File: config.mk
export PLATFORM = sky130hd
export DESIGN_NAME = rand_matrix_fill_flat
export DESIGN_NICKNAME = d
export VERILOG_FILES = /design/src/rtl/rand_matrix_fill_if.sv /design/src/rtl/rand_matrix_fill.sv /design/src/flat_wrapper.sv
export SDC_FILE = /design/constraint.sdc
export NUM_CORES = 1
export LEC_CHECK = 0
export CAP_MARGIN = 0
export CORE_MARGIN = 3
export CORE_UTILIZATION = 55
export CTS_CLUSTER_SIZE = 30
export DETAILED_ROUTE_END_ITERATION = 7
export MAX_ROUTING_LAYER = met4
export PLACE_DENSITY = 0.79
export SETUP_SLACK_MARGIN = 0.4
export SYNTH_ARGS = -nofsm -noshare
export SYNTH_HDL_FRONTEND = slang
export SYNTH_SLANG_ARGS = --single-unit
File: constraint.sdc
create_clock -name clk -period 7.2 [get_ports clk]
set_input_delay 1.8 -clock clk [delete_from_list [all_inputs] [get_ports clk]]
set_output_delay 1.8 -clock clk [all_outputs]
set_load 0.02 [all_outputs]
File: src/rtl/rand_matrix_fill_if.sv
// rtl/rand_matrix_fill_if.sv - request, random-source and element-stream signals of rand_matrix_fill
interface rand_matrix_fill_if #(
  parameter int DATA_W = 8,
  parameter int DIM_W  = 3
);
  logic              start;
  logic [DIM_W-1:0]  rows;
  logic [DIM_W-1:0]  cols;
  logic [DATA_W-1:0] val_min;
  logic [DATA_W-1:0] val_max;
  logic              rnd_en;
  logic [DATA_W-1:0] rnd_in;
  logic              elem_valid;
  logic              elem_ready;
  logic [DATA_W-1:0] elem_data;
  logic [DIM_W-1:0]  elem_row;
  logic [DIM_W-1:0]  elem_col;
  logic              elem_last;
  logic              busy;
  logic              done;
  logic              err;

  // Requester, random generator and matrix sink side
  modport master (
    output start, rows, cols, val_min, val_max, rnd_in, elem_ready,
    input  rnd_en, elem_valid, elem_data, elem_row, elem_col, elem_last, busy, done, err
  );

  // Fill engine side
  modport slave (
    input  start, rows, cols, val_min, val_max, rnd_in, elem_ready,
    output rnd_en, elem_valid, elem_data, elem_row, elem_col, elem_last, busy, done, err
  );
endinterface

File: src/rtl/rand_matrix_fill.sv
// rtl/rand_matrix_fill.sv - random matrix filler mapping generator bytes into [val_min, val_max]; optional RAND_FILL_REJECT_EN
module rand_matrix_fill #(
  parameter int DATA_W  = 8,
  parameter int MAX_DIM = 5,
  parameter int DIM_W   = 3
) (
  input  logic              clk,
  input  logic              rst_n,
  rand_matrix_fill_if.slave bus
);
  localparam int RNG_W = DATA_W + 1;
  localparam logic [DIM_W-1:0] MAX_D = DIM_W'(MAX_DIM);

  typedef enum logic [2:0] {
    S_IDLE, S_CHECK, S_FETCH, S_SAMPLE, S_REDUCE, S_OUTPUT, S_FINISH
  } state_t;

  state_t            state;
  logic [DIM_W-1:0]  rows_q, cols_q, row_q, col_q;
  logic [DATA_W-1:0] min_q, max_q;
  logic [RNG_W-1:0]  range_q, acc_q;

  logic              rnd_en_q, elem_valid_q, elem_last_q, busy_q, done_q, err_q;
  logic [DATA_W-1:0] elem_data_q;
  logic [DIM_W-1:0]  elem_row_q, elem_col_q;

`ifdef RAND_FILL_REJECT_EN
  localparam int LIM_W = DATA_W + 2;
  localparam logic [LIM_W-1:0] FULL = LIM_W'(1) << DATA_W;
  // limit_q: largest multiple of range not above 2^DATA_W; bytes at or above it are redrawn
  logic [LIM_W-1:0]  limit_q;
  logic              range_ok_q;
`endif

  logic             req_illegal;
  logic [RNG_W-1:0] range_calc;
  logic             at_last;

  assign req_illegal = (rows_q == '0) || (cols_q == '0) || (rows_q > MAX_D) ||
                       (cols_q > MAX_D) || (min_q > max_q);
  assign range_calc  = {1'b0, max_q} - {1'b0, min_q} + RNG_W'(1);
  assign at_last     = (row_q == rows_q - DIM_W'(1)) && (col_q == cols_q - DIM_W'(1));

  assign bus.rnd_en     = rnd_en_q;
  assign bus.elem_valid = elem_valid_q;
  assign bus.elem_data  = elem_data_q;
  assign bus.elem_row   = elem_row_q;
  assign bus.elem_col   = elem_col_q;
  assign bus.elem_last  = elem_last_q;
  assign bus.busy       = busy_q;
  assign bus.done       = done_q;
  assign bus.err        = err_q;

  // Sequencer: validate request, one generator advance per element, reduce modulo range, stream out
  always_ff @(posedge clk or negedge rst_n) begin
    if (!rst_n) begin
      state        <= S_IDLE;
      rows_q       <= '0;
      cols_q       <= '0;
      row_q        <= '0;
      col_q        <= '0;
      min_q        <= '0;
      max_q        <= '0;
      range_q      <= '0;
      acc_q        <= '0;
      rnd_en_q     <= 1'b0;
      elem_valid_q <= 1'b0;
      elem_last_q  <= 1'b0;
      elem_data_q  <= '0;
      elem_row_q   <= '0;
      elem_col_q   <= '0;
      busy_q       <= 1'b0;
      done_q       <= 1'b0;
      err_q        <= 1'b0;
`ifdef RAND_FILL_REJECT_EN
      limit_q      <= '0;
      range_ok_q   <= 1'b0;
`endif
    end else begin
      rnd_en_q <= 1'b0;
      done_q   <= 1'b0;
      err_q    <= 1'b0;
      case (state)
        S_IDLE: begin
          if (bus.start) begin
            rows_q <= bus.rows;
            cols_q <= bus.cols;
            min_q  <= bus.val_min;
            max_q  <= bus.val_max;
            row_q  <= '0;
            col_q  <= '0;
            busy_q <= 1'b1;
`ifdef RAND_FILL_REJECT_EN
            limit_q    <= '0;
            range_ok_q <= 1'b0;
`endif
            state  <= S_CHECK;
          end
        end
        S_CHECK: begin
`ifdef RAND_FILL_REJECT_EN
          if (!range_ok_q) begin
            if (req_illegal) begin
              done_q <= 1'b1;
              err_q  <= 1'b1;
              state  <= S_FINISH;
            end else begin
              range_q    <= range_calc;
              range_ok_q <= 1'b1;
            end
          end else if (limit_q + {1'b0, range_q} <= FULL) begin
            limit_q <= limit_q + {1'b0, range_q};
          end else begin
            rnd_en_q <= 1'b1;
            state    <= S_FETCH;
          end
`else
          if (req_illegal) begin
            done_q <= 1'b1;
            err_q  <= 1'b1;
            state  <= S_FINISH;
          end else begin
            range_q  <= range_calc;
            rnd_en_q <= 1'b1;
            state    <= S_FETCH;
          end
`endif
        end
        S_FETCH: begin
          state <= S_SAMPLE;
        end
        S_SAMPLE: begin
`ifdef RAND_FILL_REJECT_EN
          if ({2'b00, bus.rnd_in} >= limit_q) begin
            rnd_en_q <= 1'b1;
            state    <= S_FETCH;
          end else begin
            acc_q <= {1'b0, bus.rnd_in};
            state <= S_REDUCE;
          end
`else
          acc_q <= {1'b0, bus.rnd_in};
          state <= S_REDUCE;
`endif
        end
        S_REDUCE: begin
          if (acc_q >= range_q) begin
            acc_q <= acc_q - range_q;
          end else begin
            elem_data_q  <= acc_q[DATA_W-1:0] + min_q;
            elem_row_q   <= row_q;
            elem_col_q   <= col_q;
            elem_last_q  <= at_last;
            elem_valid_q <= 1'b1;
            state        <= S_OUTPUT;
          end
        end
        S_OUTPUT: begin
          if (bus.elem_ready) begin
            elem_valid_q <= 1'b0;
            if (elem_last_q) begin
              done_q <= 1'b1;
              state  <= S_FINISH;
            end else begin
              if (col_q == cols_q - DIM_W'(1)) begin
                col_q <= '0;
                row_q <= row_q + DIM_W'(1);
              end else begin
                col_q <= col_q + DIM_W'(1);
              end
              rnd_en_q <= 1'b1;
              state    <= S_FETCH;
            end
          end
        end
        S_FINISH: begin
          busy_q <= 1'b0;
          state  <= S_IDLE;
        end
        default: state <= S_IDLE;
      endcase
    end
  end
endmodule

File: src/flat_wrapper.sv
// flat-port wrapper written by rule: the top's interface ports become plain ports
module rand_matrix_fill_flat 
#(
  parameter int DATA_W  = 8,
  parameter int MAX_DIM = 5,
  parameter int DIM_W   = 3
)
  (clk, rst_n, bus_start, bus_rows, bus_cols, bus_val_min, bus_val_max, bus_rnd_in, bus_elem_ready, bus_rnd_en, bus_elem_valid, bus_elem_data, bus_elem_row, bus_elem_col, bus_elem_last, bus_busy, bus_done, bus_err);
  rand_matrix_fill_if #(.DATA_W(DATA_W), .DIM_W(DIM_W)) bus_i ();
  input  logic clk;
  input  logic rst_n;
  input wire logic [$bits(bus_i.start)-1:0] bus_start;
  input wire logic [$bits(bus_i.rows)-1:0] bus_rows;
  input wire logic [$bits(bus_i.cols)-1:0] bus_cols;
  input wire logic [$bits(bus_i.val_min)-1:0] bus_val_min;
  input wire logic [$bits(bus_i.val_max)-1:0] bus_val_max;
  input wire logic [$bits(bus_i.rnd_in)-1:0] bus_rnd_in;
  input wire logic [$bits(bus_i.elem_ready)-1:0] bus_elem_ready;
  output wire logic [$bits(bus_i.rnd_en)-1:0] bus_rnd_en;
  output wire logic [$bits(bus_i.elem_valid)-1:0] bus_elem_valid;
  output wire logic [$bits(bus_i.elem_data)-1:0] bus_elem_data;
  output wire logic [$bits(bus_i.elem_row)-1:0] bus_elem_row;
  output wire logic [$bits(bus_i.elem_col)-1:0] bus_elem_col;
  output wire logic [$bits(bus_i.elem_last)-1:0] bus_elem_last;
  output wire logic [$bits(bus_i.busy)-1:0] bus_busy;
  output wire logic [$bits(bus_i.done)-1:0] bus_done;
  output wire logic [$bits(bus_i.err)-1:0] bus_err;
  assign bus_i.start = bus_start;
  assign bus_i.rows = bus_rows;
  assign bus_i.cols = bus_cols;
  assign bus_i.val_min = bus_val_min;
  assign bus_i.val_max = bus_val_max;
  assign bus_i.rnd_in = bus_rnd_in;
  assign bus_i.elem_ready = bus_elem_ready;
  assign bus_rnd_en = bus_i.rnd_en;
  assign bus_elem_valid = bus_i.elem_valid;
  assign bus_elem_data = bus_i.elem_data;
  assign bus_elem_row = bus_i.elem_row;
  assign bus_elem_col = bus_i.elem_col;
  assign bus_elem_last = bus_i.elem_last;
  assign bus_busy = bus_i.busy;
  assign bus_done = bus_i.done;
  assign bus_err = bus_i.err;
  rand_matrix_fill #(.DATA_W(DATA_W), .MAX_DIM(MAX_DIM), .DIM_W(DIM_W)) u_core (.clk(clk), .rst_n(rst_n), .bus(bus_i));
endmodule
Word-level counts from Yosys, hierarchy flattened

Index checks and enable logic that the tools add are counted.

Add/subtract/negate cells: 8
Magnitude comparators: 4
Equal/unequal tests: 14
Multiplexer cells: 31
Bitwise operators: 2
Reduce and logical (&&, ||, !) cells: 21

Operator list:

| cell                                                                  | count |
|---|---|
| 3-bit two-way mux                                                     | 12 |
| 3-bit one-hot mux with 6 select lines                                 | 1 |
| 9-bit one-hot mux with 2 select lines                                 | 1 |
| 3-bit one-hot mux with 2 select lines                                 | 2 |
| 1-bit two-way mux                                                     | 10 |
| 2-bit AND reduction                                                   | 5 |
| 9-bit by 1-bit adder with 9-bit output, second input constant         | 1 |
| 3-bit equality test, second input constant                            | 3 |
| 9-bit greater-or-equal comparator                                     | 1 |
| 3-bit zero test                                                       | 3 |
| 9-bit two-way mux                                                     | 1 |
| 8-bit by 8-bit subtractor with 9-bit output                           | 1 |
| 9-bit subtractor                                                      | 1 |
| 8-bit adder                                                           | 1 |
| 8-bit greater-than comparator                                         | 1 |
| 2-bit != test, second input constant                                  | 4 |
| 1-bit one-hot mux with 2 select lines                                 | 4 |
| 2-bit nonzero test                                                    | 4 |
| 3-bit by 1-bit adder with 3-bit output, second input constant         | 2 |
| 3-bit by 2-bit equality test with 1-bit output, second input constant | 2 |
| 3-bit equality test                                                   | 2 |
| 3-bit greater-than comparator, second input constant                  | 2 |
| 3-bit AND reduction                                                   | 2 |
| 3-bit by 1-bit subtractor with 3-bit output, second input constant    | 2 |
| other kinds (7)                                                       | 12 |

Flip-flop bits (word level): 69
Input bits: 34
Output and inout bits: 20

Logic depth before layout (Yosys ltp)

Gate-level depths: netlist of run 1.

Word-level depth: 7
Mapped depth: 12
Mapped depth without buffers: 12

Worst setup path before layout of run 1

OpenSTA, ideal clock, no wires.

Path kind: in2reg
Start point: in bus_start
End point: reg u_core.min_q[0]
Library setup time: 0.134 ns
Data arrival time: 2.542 ns
Required time: 7.066 ns
Slack: 4.524 ns
Cell stages on the path: 4
Path through: nand2_1 > nor2_1 > clkbuf_1 > o21ai_0

Longest elaborated chain between the ends: 1

Ends and longest elaborated chain:

| what                          | RTL line               | RTL |
|---|---|---|
| start: declaration            | flat_wrapper.sv:12     | `input wire logic [$bits(bus_i.start)-1:0] bus_start;` |
| 2-bit AND reduction (no line) | -                      |  |
| end signal: assignment        | rand_matrix_fill.sv:88 | `min_q <= bus.val_min;` |
| end: declaration              | rand_matrix_fill.sv:20 | `logic [DATA_W-1:0] min_q, max_q;` |

Every way passes these cells.
A chain may end at the register's enable or synchronous reset.

Worst setup path after layout of run 1

Start point: reg u_core.elem_last_q (netlist: u_core.bus.elem_last)
End point: out bus_elem_last

RTL lines:

| what                     | RTL line                | RTL |
|---|---|---|
| start: declaration       | rand_matrix_fill.sv:23  | `logic rnd_en_q, elem_valid_q, elem_last_q, busy_q, done_q, err_q;` |
| start signal: assignment | rand_matrix_fill.sv:153 | `elem_last_q <= at_last;` |
| end: declaration         | flat_wrapper.sv:24      | `output wire logic [$bits(bus_i.elem_last)-1:0] bus_elem_last;` |

No word-level cell between the ends.

==> results of run 1 <==
[through the flow]
step                hold slack, ns  cell area, um2  instances
floorplan                   0.4581            4436        444
global placement            0.4719            5025        588
detailed placement          0.4753            5025        588
CTS                         0.4923            5191        603
global route                0.4999            5191        603
finish                      0.4882            5191        603
[where the power goes]
part	internal, mW	switching [mW]
sequential	0.557	0.147
clock	0.131	0.142
combinational	0.809	0.927
total	1.50	1.22
[cell type report]
class                      count  area [um2]  share of cell area, %
clock buffer                  11       141.4                  2.724
multi-input combinational    317        2461                  47.41
tap                          102       127.6                  2.458
timing repair buffer          55       540.5                  10.41
inverter                      45       168.9                  3.254
sequential                    69        1727                  33.26
clock inverter                 4       25.02                 0.4820
[flip-flops by register name (all words and copies together), names as in the netlist]
signal	cells
u_core.bus.elem_row	3
u_core.bus.err	1
u_core.acc_q	9
u_core.max_q	8
u_core.bus.elem_valid	1
u_core.bus.busy	1
u_core.bus.done	1
u_core.bus.elem_last	1
u_core.bus.elem_col	3
u_core.min_q	8
u_core.rows_q	3
u_core.state	3
u_core.row_q	3
u_core.cols_q	3
u_core.range_q	9
u_core.bus.elem_data	8
u_core.col_q	3
u_core.bus.rnd_en	1
[per-layer routing]
layer | track usage (%) | up-vias | wire length (um)
li1 | - | 1625 | -
met1 | 27.64 | 1584 | 4203
met2 | 35.50 | 70 | 4310
met3 | 4.144 | 15 | 315
met4 | 7.109 | 0 | 195
met5 | - | - | 0
[cell usage after synthesis (3+ instances only)]
cell type	count	area, um2
mux2_4	15	225.2
nand2b_1	5	31.28
dfrtp_1	69	1727
nand3_1	10	50.05
nand4_1	3	18.77
nor3_1	4	20.02
a21oi_1	19	95.09
nand2_1	48	180.2
o21bai_1	3	22.52
a2111oi_0	3	26.28
o211ai_1	4	30.03
a21o_1	3	22.52
mux2_2	7	78.83
o21ai_0	37	185.2
o21a_1	3	22.52
mux2i_1	8	80.08
mux2_1	5	56.30
inv_1	45	168.9
fa_1	3	60.06
ha_1	46	575.6
nor2b_1	8	50.05
xor2_1	9	78.83
nor2_1	23	86.33
clkbuf_1	6	22.52
buf_6	3	33.78
xnor2_1	13	113.9
[worst max-delay path by stage]
stage / from / to / slack, ns
floorplan: bus_start / u_core.min_q[0] / 4.52
detailed placement: bus_start / u_core.cols_q[2] / 3.84
global placement: bus_start / u_core.max_q[0] / 3.86
finish: u_core.bus.elem_last / bus_elem_last / 3.96
CTS: u_core.bus.elem_last / bus_elem_last / 3.95
global route: u_core.bus.elem_last / bus_elem_last / 3.89
[logic make-up (layout without fill, tap and decap cells)]
kind of cell,count (synthesis),after routing
and+or+nand+nor,118,118
AOI/OAI and AO/OA,92,92
DFF,69,69
buffers and inverters,58,115
adders and majority gates,49,49
muxes,35,35
xor gates and xnor gates,23,23
[worst register-to-register path, delay by kind of cell (launching register included)]
family	cells	cell delay, ns
AO/OA/AOI/OAI	1	0.18
multiplexers	1	0.42
AND/OR/NAND/NOR	4	1.02
flip-flops	1	0.45
adder cells (fa/ha/maj)	1	0.42
[cells in the final DEF, fill, tap and decap left out, types with 4 or more instances in the layout]
cell	instances
nand2b_1	5
o211ai_1	4
nand3_1	10
nor3_1	4
mux2_2	7
inv_1	45
clkdlybuf4s50_1	52
nand2_1	48
o21ai_0	37
mux2i_1	8
nor2b_1	8
mux2_4	15
xnor2_1	13
clkbuf_8	10
xor2_1	9
a21oi_1	19
mux2_1	5
dfrtp_1	69
nor2_1	22
ha_1	46
==> metrics.csv, run 1 <==
metric,value,unit
Syn Inst Count,444,
"Seq/Total Area, Yosys",38.93,%
startpoint types,flip-flop,
Mapped Area,4436,um2
final setup violation count,0,
global-route wire length before repair,15.38,mm
Cell variety after synth,54,
Setup Total Neg Slack,0,ns
drt pass-1 iters,5,
via/cell ratio,5.463,
Die X,95.80,um
max_slew headroom,40.47,%
Slew @ Worst Pin,0.8930,ns
Sink Count,69,
CP bufs+invs,1,
"FFs w/ async S/R, synth",100.0,%
Initial Utilization,57.10,%
Setup CP Type,flip-flop to output pin,
ys flop type,dfrtp_1,
Max clock buf depth,2,
"CP delay by family, top",buffers and inverters,
Port Buffer Count,53,
Simple-Gate Fraction of Synth Area,13.15,%
WL final,9.024,mm
clk root buf,clkbuf_8,
# DRC,0,
Post-Syn Nets,527,
CP Max Fanout,7,
largest family of logic cells by synthesized area,adder cells,
"Clk pin slew, worst setup/hold paths",0.07,ns
Ys Warns,0,
Tmin final,3.240,ns
Hold Path Cell Cnt,1,
worst r2r path cells,7,
start point of the worst hold path,u_core.range_q[7],
share of post-route cells with drive strength above 1,9.980,%
worst clock skew,0.008564,ns
"flops & latches, synth",69,
Mapped Avg Cell Area,9.990,um2
total power,2.713,mW
max_cap viols,0,
grt ovf,0,
Post-Synth XOR/XNOR Area,4.852,%
FF-to-FF End,u_core.bus.elem_row[2],
FF-to-FF setup slack,4.61,ns
Slew Limit Fails,0,
Die H,95.80,um
fillcell total,640,
mux contribution to synthesized area,9.929,%
worst skew pair latency,0.33,ns
P_leak,2.379,nW
HP Class,flip-flop to flip-flop,
critical path's largest stage delay,0.65,ns
"antenna viol nets, final",0,
number of global-route vias before repair,3317,
"Net count, final",580,
TritonCTS clock tree,yes,
fmax,308.6,MHz
DR iter-0 viols,213,
Crit path depth,1,
CP required,5.40,ns
postcts setup bufs,0,
via count,3294,
post-route worst setup slack,3.960,ns
GPL Wtd Cong,0.8735,
Hold EP,u_core.range_q[7],
Final Hold Fails,0,
wire per inst,14.97,um
RSZ-0062 raised after global routing,no,
"Core Util, Final",66.83,%
row cnt,32,
hold_buf cts,0,
maximum vdd ir drop,0.2507,mV
CTS H-tree depth,3,
"EDFF count, synth",0,
number of diodes,0,
reg2reg start,u_core.acc_q[7],
P per Cell Area,522.6,nW/um2
post-synthesis adder-cell area fraction,14.33,%
Compound-Gate Fraction of Synth Area,13.17,%
outcome,finished clean,
pre-CTS WS,3.837,ns
area grow syn2layout,17.04,%
PostCTS Resize Cnt,0,
Detailed Place HPWL,6.692,mm
initial antenna violation count,0,
CP endpoint kind,output pin,
# IOs,54,
die area,9178,um2
fin crit share,45.00,%
crit path DAT,1.44,ns
clock buffer count from CTS,9,
CP Cell Sequence,clkdlybuf4s50_1,
CP max-delay cell,clkdlybuf4s50_1,
GRT Util Overall,21.87,%
largest net degree at the start of global routing,70,
core footprint,7767,um2
No activity file was read; power rests on OpenSTA's default activity.
==> run 2: changes to the inputs <==
Settings changed: CORE_UTILIZATION 55 to 51, PLACE_DENSITY 0.79 to 0.77.
Clock period 7.2 ns to 2.75 ns, I/O delays scaled along.
==> run 2 against run 1 <==
  * Power grew to 2.9 times the previous value
  * Worst setup slack got worse by 3.5 ns
  * Design area up 4.4%
  * Critical endpoint is now u_core.range_q[7]
  * Combinational power grew to 2.9 times the previous value
  * Flip-flop and latch count stayed put
  * Sequential power rose to 2.6 times the previous value
  * Critical path depth grew 6
  * Critical path type is now flip-flop to flip-flop
==> metrics.csv, run 2 (synthesized netlist as in run 1, its figures left out) <==
metric,value,unit
maximum vdd ir drop,0.6980,mV
via count,3371,
Slew @ Worst Pin,0.4790,ns
worst clock skew,0.009605,ns
Slew Limit Fails,0,
initial antenna violation count,0,
final setup violation count,0,
WL final,9.905,mm
FF-to-FF setup slack,0.45,ns
CP Max Fanout,9,
# IOs,54,
Setup Total Neg Slack,0,ns
row cnt,33,
TritonCTS clock tree,yes,
Sink Count,69,
# DRC,0,
Port Buffer Count,53,
"Clk pin slew, worst setup/hold paths",0.08,ns
core footprint,8341,um2
clk root buf,clkbuf_8,
Die X,99.26,um
RSZ-0062 raised after global routing,yes,
Die H,99.26,um
HP Class,input pin to asynchronous set/reset pin,
P_leak,2.458,nW
"most common cell after layout, fill and taps aside",dfrtp_1,
Initial Utilization,53.18,%
CTS H-tree depth,3,
fin crit share,83.53,%
area grow syn2layout,22.14,%
CP required,2.98,ns
max_cap viols,0,
GRT Util Overall,21.10,%
post-route worst setup slack,0.4530,ns
number of diodes,0,
DR iter-0 viols,142,
Max clock buf depth,2,
max_slew headroom,67.24,%
largest registers,"u_core.acc_q x9, u_core.range_q x9",
share of post-route cells with drive strength above 1,14.62,%
"Net count, final",591,
"antenna viol nets, final",0,
busiest grt layer,met2,
number of global-route vias before repair,3363,
clock buffer count from CTS,9,
Final Hold Fails,0,
crit path DAT,2.53,ns
global-route wire length before repair,15.99,mm
Setup CP Type,flip-flop to flip-flop,
via/cell ratio,5.455,
startpoint types,flip-flop,
worst skew pair latency,0.35,ns
M2 GR Usage,34.92,%
hold_buf cts,0,
drt pass-1 iters,4,
Detailed Place HPWL,7.242,mm
pre-CTS WS,0.1105,ns
Tmin final,2.297,ns
outcome,finished clean,
P per Cell Area,1429,nW/um2
die area,9853,um2
GPL Wtd Cong,0.8744,
fmax,435.3,MHz
CP endpoint kind,flip-flop,
wire per inst,16.03,um
GR Util met3,5.049,%
largest net degree at the start of global routing,70,
GR Util met1,25.81,%
most frequent cells in the layout,"dfrtp_1 (69), clkdlybuf4s50_1 (52), nand2_1 (48)",
grt ovf,0,
run 2: cell count changes in the layout (fill, tap and decap cells not counted), sizes merged:
cell / delta
buf: +11
bufinv: +1
clkbuf: -1
clkinv: +1
clkinvlp: -1
inv: +1
run 2: area by class of cell:
type | instances | area, um2
well taps | 105 | 131.4
flip-flops and latches | 69 | 1727
inverters | 45 | 168.9
clock inverters | 6 | 72.57
multi-input cells | 317 | 2517
clock buffers | 10 | 127.6
repair buffers | 66 | 673.1
fillers | 669 | 2923
run 2: repair_timing:
action                                  CTS  global route
pin swaps                                 1             2
buffers inserted                          3             5
resized for setup                         5            15
endpoints found under the setup margin   21            25
run 2: power by group:
group	switching, mW	leakage, nW	internal [mW]	total (mW)
Sequential	0.397	0.859	1.46	1.86
Clock	0.417	0.0971	0.427	0.844
Combinational	2.64	1.50	2.40	5.04
Total	3.45	2.46	4.29	7.74
run 2: final timing paths:
path	depth (start not counted)	from	endpoint
setup / recovery	7	u_core.rows_q[0]	u_core.range_q[7]
hold / removal	2	rst_n	u_core.acc_q[7]
setup reg to reg	7	u_core.rows_q[0]	u_core.range_q[7]
hold reg to reg	1	u_core.range_q[4]	u_core.range_q[4]
max in group asynchronous	2	rst_n	u_core.state[1]
min in group clk	1	u_core.range_q[4]	u_core.range_q[4]
run 2: stage by stage:
stage / std cells / instance area, um2 / hold slack, ns / utilization, % / power (mW)
global route: 618 / 5418 / 0.3571 / 64.96 / 8.362
finish: 618 / 5418 / 0.3205 / 64.96 / 7.741
detailed placement: 594 / 5076 / 0.4808 / 60.86 / 6.534
floorplan: 444 / 4436 / 0.3919 / - / 5.361
CTS: 613 / 5323 / 0.3527 / 63.82 / 7.547
global placement: 594 / 5076 / 0.4736 / 60.86 / 6.377
run 2: metal layers:
metal	part of all wire (%)	up-vias	wire length, um
met3	4.4	16	440
met1	44	1633	4343
met5	0	-	0
met2	50	69	4947
li1	-	1653	-
met4	1.7	0	173
run 2: worst max-delay path, stage by stage, from the launching register on:
cell,delay (ns)
dfrtp_1,0.39
inv_1,0.09
ha_1,0.21
ha_1,0.19
a2111oi_2,0.39
and3_2,0.28
and3_4,0.29
mux2_1,0.34
==> run 3: changes to the inputs <==
Clock period 2.75 ns to 1.9 ns, I/O delays scaled along.
==> run 3 against run 2 <==
  * Clock skew is 0.010 ns higher
  * First-iteration DRC count grew to 2.7 times the previous value
  * Worst setup slack got worse by 0.95 ns
  * Critical path depth rose by 4
  * Global-route usage is 4.7 points higher
  * Design area rose by 26%
  * Highest routed layer unchanged
  * Sequential share of layout area is 6.5 points lower
  * The flow now finishes with violations (negative setup slack)
==> metrics.csv, run 3 (synthesized netlist as in run 1, its figures left out) <==
metric,value,unit
outcome,"finished, violations left",
failing checks,negative setup slack,
WL final,15.01,mm
CP endpoint kind,flip-flop,
number of global-route vias before repair,4058,
Max clock buf depth,2,
Slew Limit Fails,0,
"Net count, final",704,
initial antenna violation count,0,
most frequent cells in the layout,"buf_4 (102), dfrtp_1 (67), nand2_1 (41)",
number of diodes,0,
die area,9853,um2
RSZ-0062 raised after global routing,yes,
clock buffer count from CTS,9,
"Core Util, Final",81.56,%
hold_buf cts,0,
Setup Total Neg Slack,-8.887,ns
max_cap viols,0,
# IOs,54,
most frequent CP cell,inv_2,
Port Buffer Count,53,
via count,4228,
clk root buf,clkbuf_8,
share of post-route cells with drive strength above 1,46.81,%
GPL Wtd Cong,0.9320,
post-route worst setup slack,-0.5009,ns
TritonCTS clock tree,yes,
Final Hold Fails,0,
CP required,2.15,ns
critical path's largest stage delay,0.43,ns
CP Cell Sequence,inv_2 -> ha_2 -> ha_4 -> inv_2 -> fa_2 -> nor2b_1 -> o21ai_1 -> nand2b_1 -> a2111oi_2 -> nand3b_1 -> mux2_4,
# DRC,0,
drt pass-1 iters,5,
max_slew headroom,74.31,%
worst clock skew,0.01991,ns
FF-to-FF setup slack,-0.50,ns
Initial Utilization,53.18,%
worst r2r path cells,11,
worst skew pair latency,0.37,ns
"most common cell after layout, fill and taps aside",buf_4,
Die H,99.26,um
fin crit share,126.4,%
"Clk pin slew, worst setup/hold paths",0.09,ns
Die X,99.26,um
Tmin final,2.401,ns
HP Class,input pin to asynchronous set/reset pin,
final setup violation count,39,
area grow syn2layout,53.37,%
"antenna viol nets, final",0,
FF-to-FF End,u_core.range_q[7],
Hold WS,0.1056,ns
core footprint,8341,um2
CTS H-tree depth,3,
fmax,416.5,MHz
Slew @ Worst Pin,0.3853,ns
fillcell total,457,
grt ovf,0,
via/cell ratio,5.784,
GRT Util Overall,25.77,%
CP max-delay cell,dfrtp_1,
crit path DAT,2.65,ns
row cnt,33,
DR iter-0 viols,383,
CP Max Fanout,3,
reg2reg start,u_core.min_q[0],
startpoint types,flip-flop,
Detailed Place HPWL,8.255,mm
largest registers,"u_core.acc_q x9, u_core.range_q x9",
Sink Count,69,
Setup CP Type,flip-flop to flip-flop,
global-route wire length before repair,19.53,mm
wire per inst,20.53,um
largest net degree at the start of global routing,70,
-- run 3: what timing repair did --
item,4_1_cts,5_1_grt
setup buffers,7,17
setup endpoints to repair,81,82
pin swaps,18,27
gates resized for setup,113,87
cloned,0,3
-- run 3: worst max path at each step --
stage,from,slack (ns),endpoint
6_report,u_core.min_q[0],-0.50,u_core.range_q[7]
5_1_grt,u_core.min_q[0],-0.52,u_core.range_q[7]
3_3_place_gp,u_core.max_q[1],-0.27,u_core.range_q[7]
4_1_cts,u_core.min_q[1],-0.30,u_core.range_q[7]
2_1_floorplan,u_core.min_q[1],-0.30,u_core.range_q[7]
3_5_place_dp,u_core.min_q[1],-0.37,u_core.range_q[7]
-- run 3: per-stage QoR --
stage | worst slack, ns | std cells | area [um2]
after global placement | -0.2668 | 688 | 5969
after floorplan | -0.2980 | 444 | 4604
after global routing | -0.5166 | 731 | 6803
final | -0.5009 | 731 | 6803
after CTS | -0.2951 | 711 | 6382
after detailed placement | -0.3740 | 688 | 5969
-- run 3: layout make-up --
class                   instances  area [um2]  share of cell area [%]
multi-input cells             317        3063                   45.02
flip-flops and latches         69        1729                   25.42
repair buffers                179        1536                   22.59
inverters                      45       171.4                   2.520
well taps                     105       131.4                   1.931
clock buffers                   9       123.9                   1.821
clock inverters                 7       47.55                  0.6989
-- run 3: worst max-delay path, delay by kind of cell (launching register included) --
kind            cells  cell delay (ns)
buf+inv             2             0.15
fa+ha+maj           3             0.72
simple gates        3             0.51
compound gates      2             0.19
mux                 1             0.28
flops               1             0.43
-- run 3: routing by layer --
layer  GRT usage [%]  part of all wire, %
met1           32.14                   38
met2           41.89                   51
met3           4.979                  5.9
met4           9.349                  4.2
met5               -                    0
Power of run 3 is left out: the tool's default activity adds up to more than one toggle a clock period on the data nets, which glitch-free logic cannot reach.
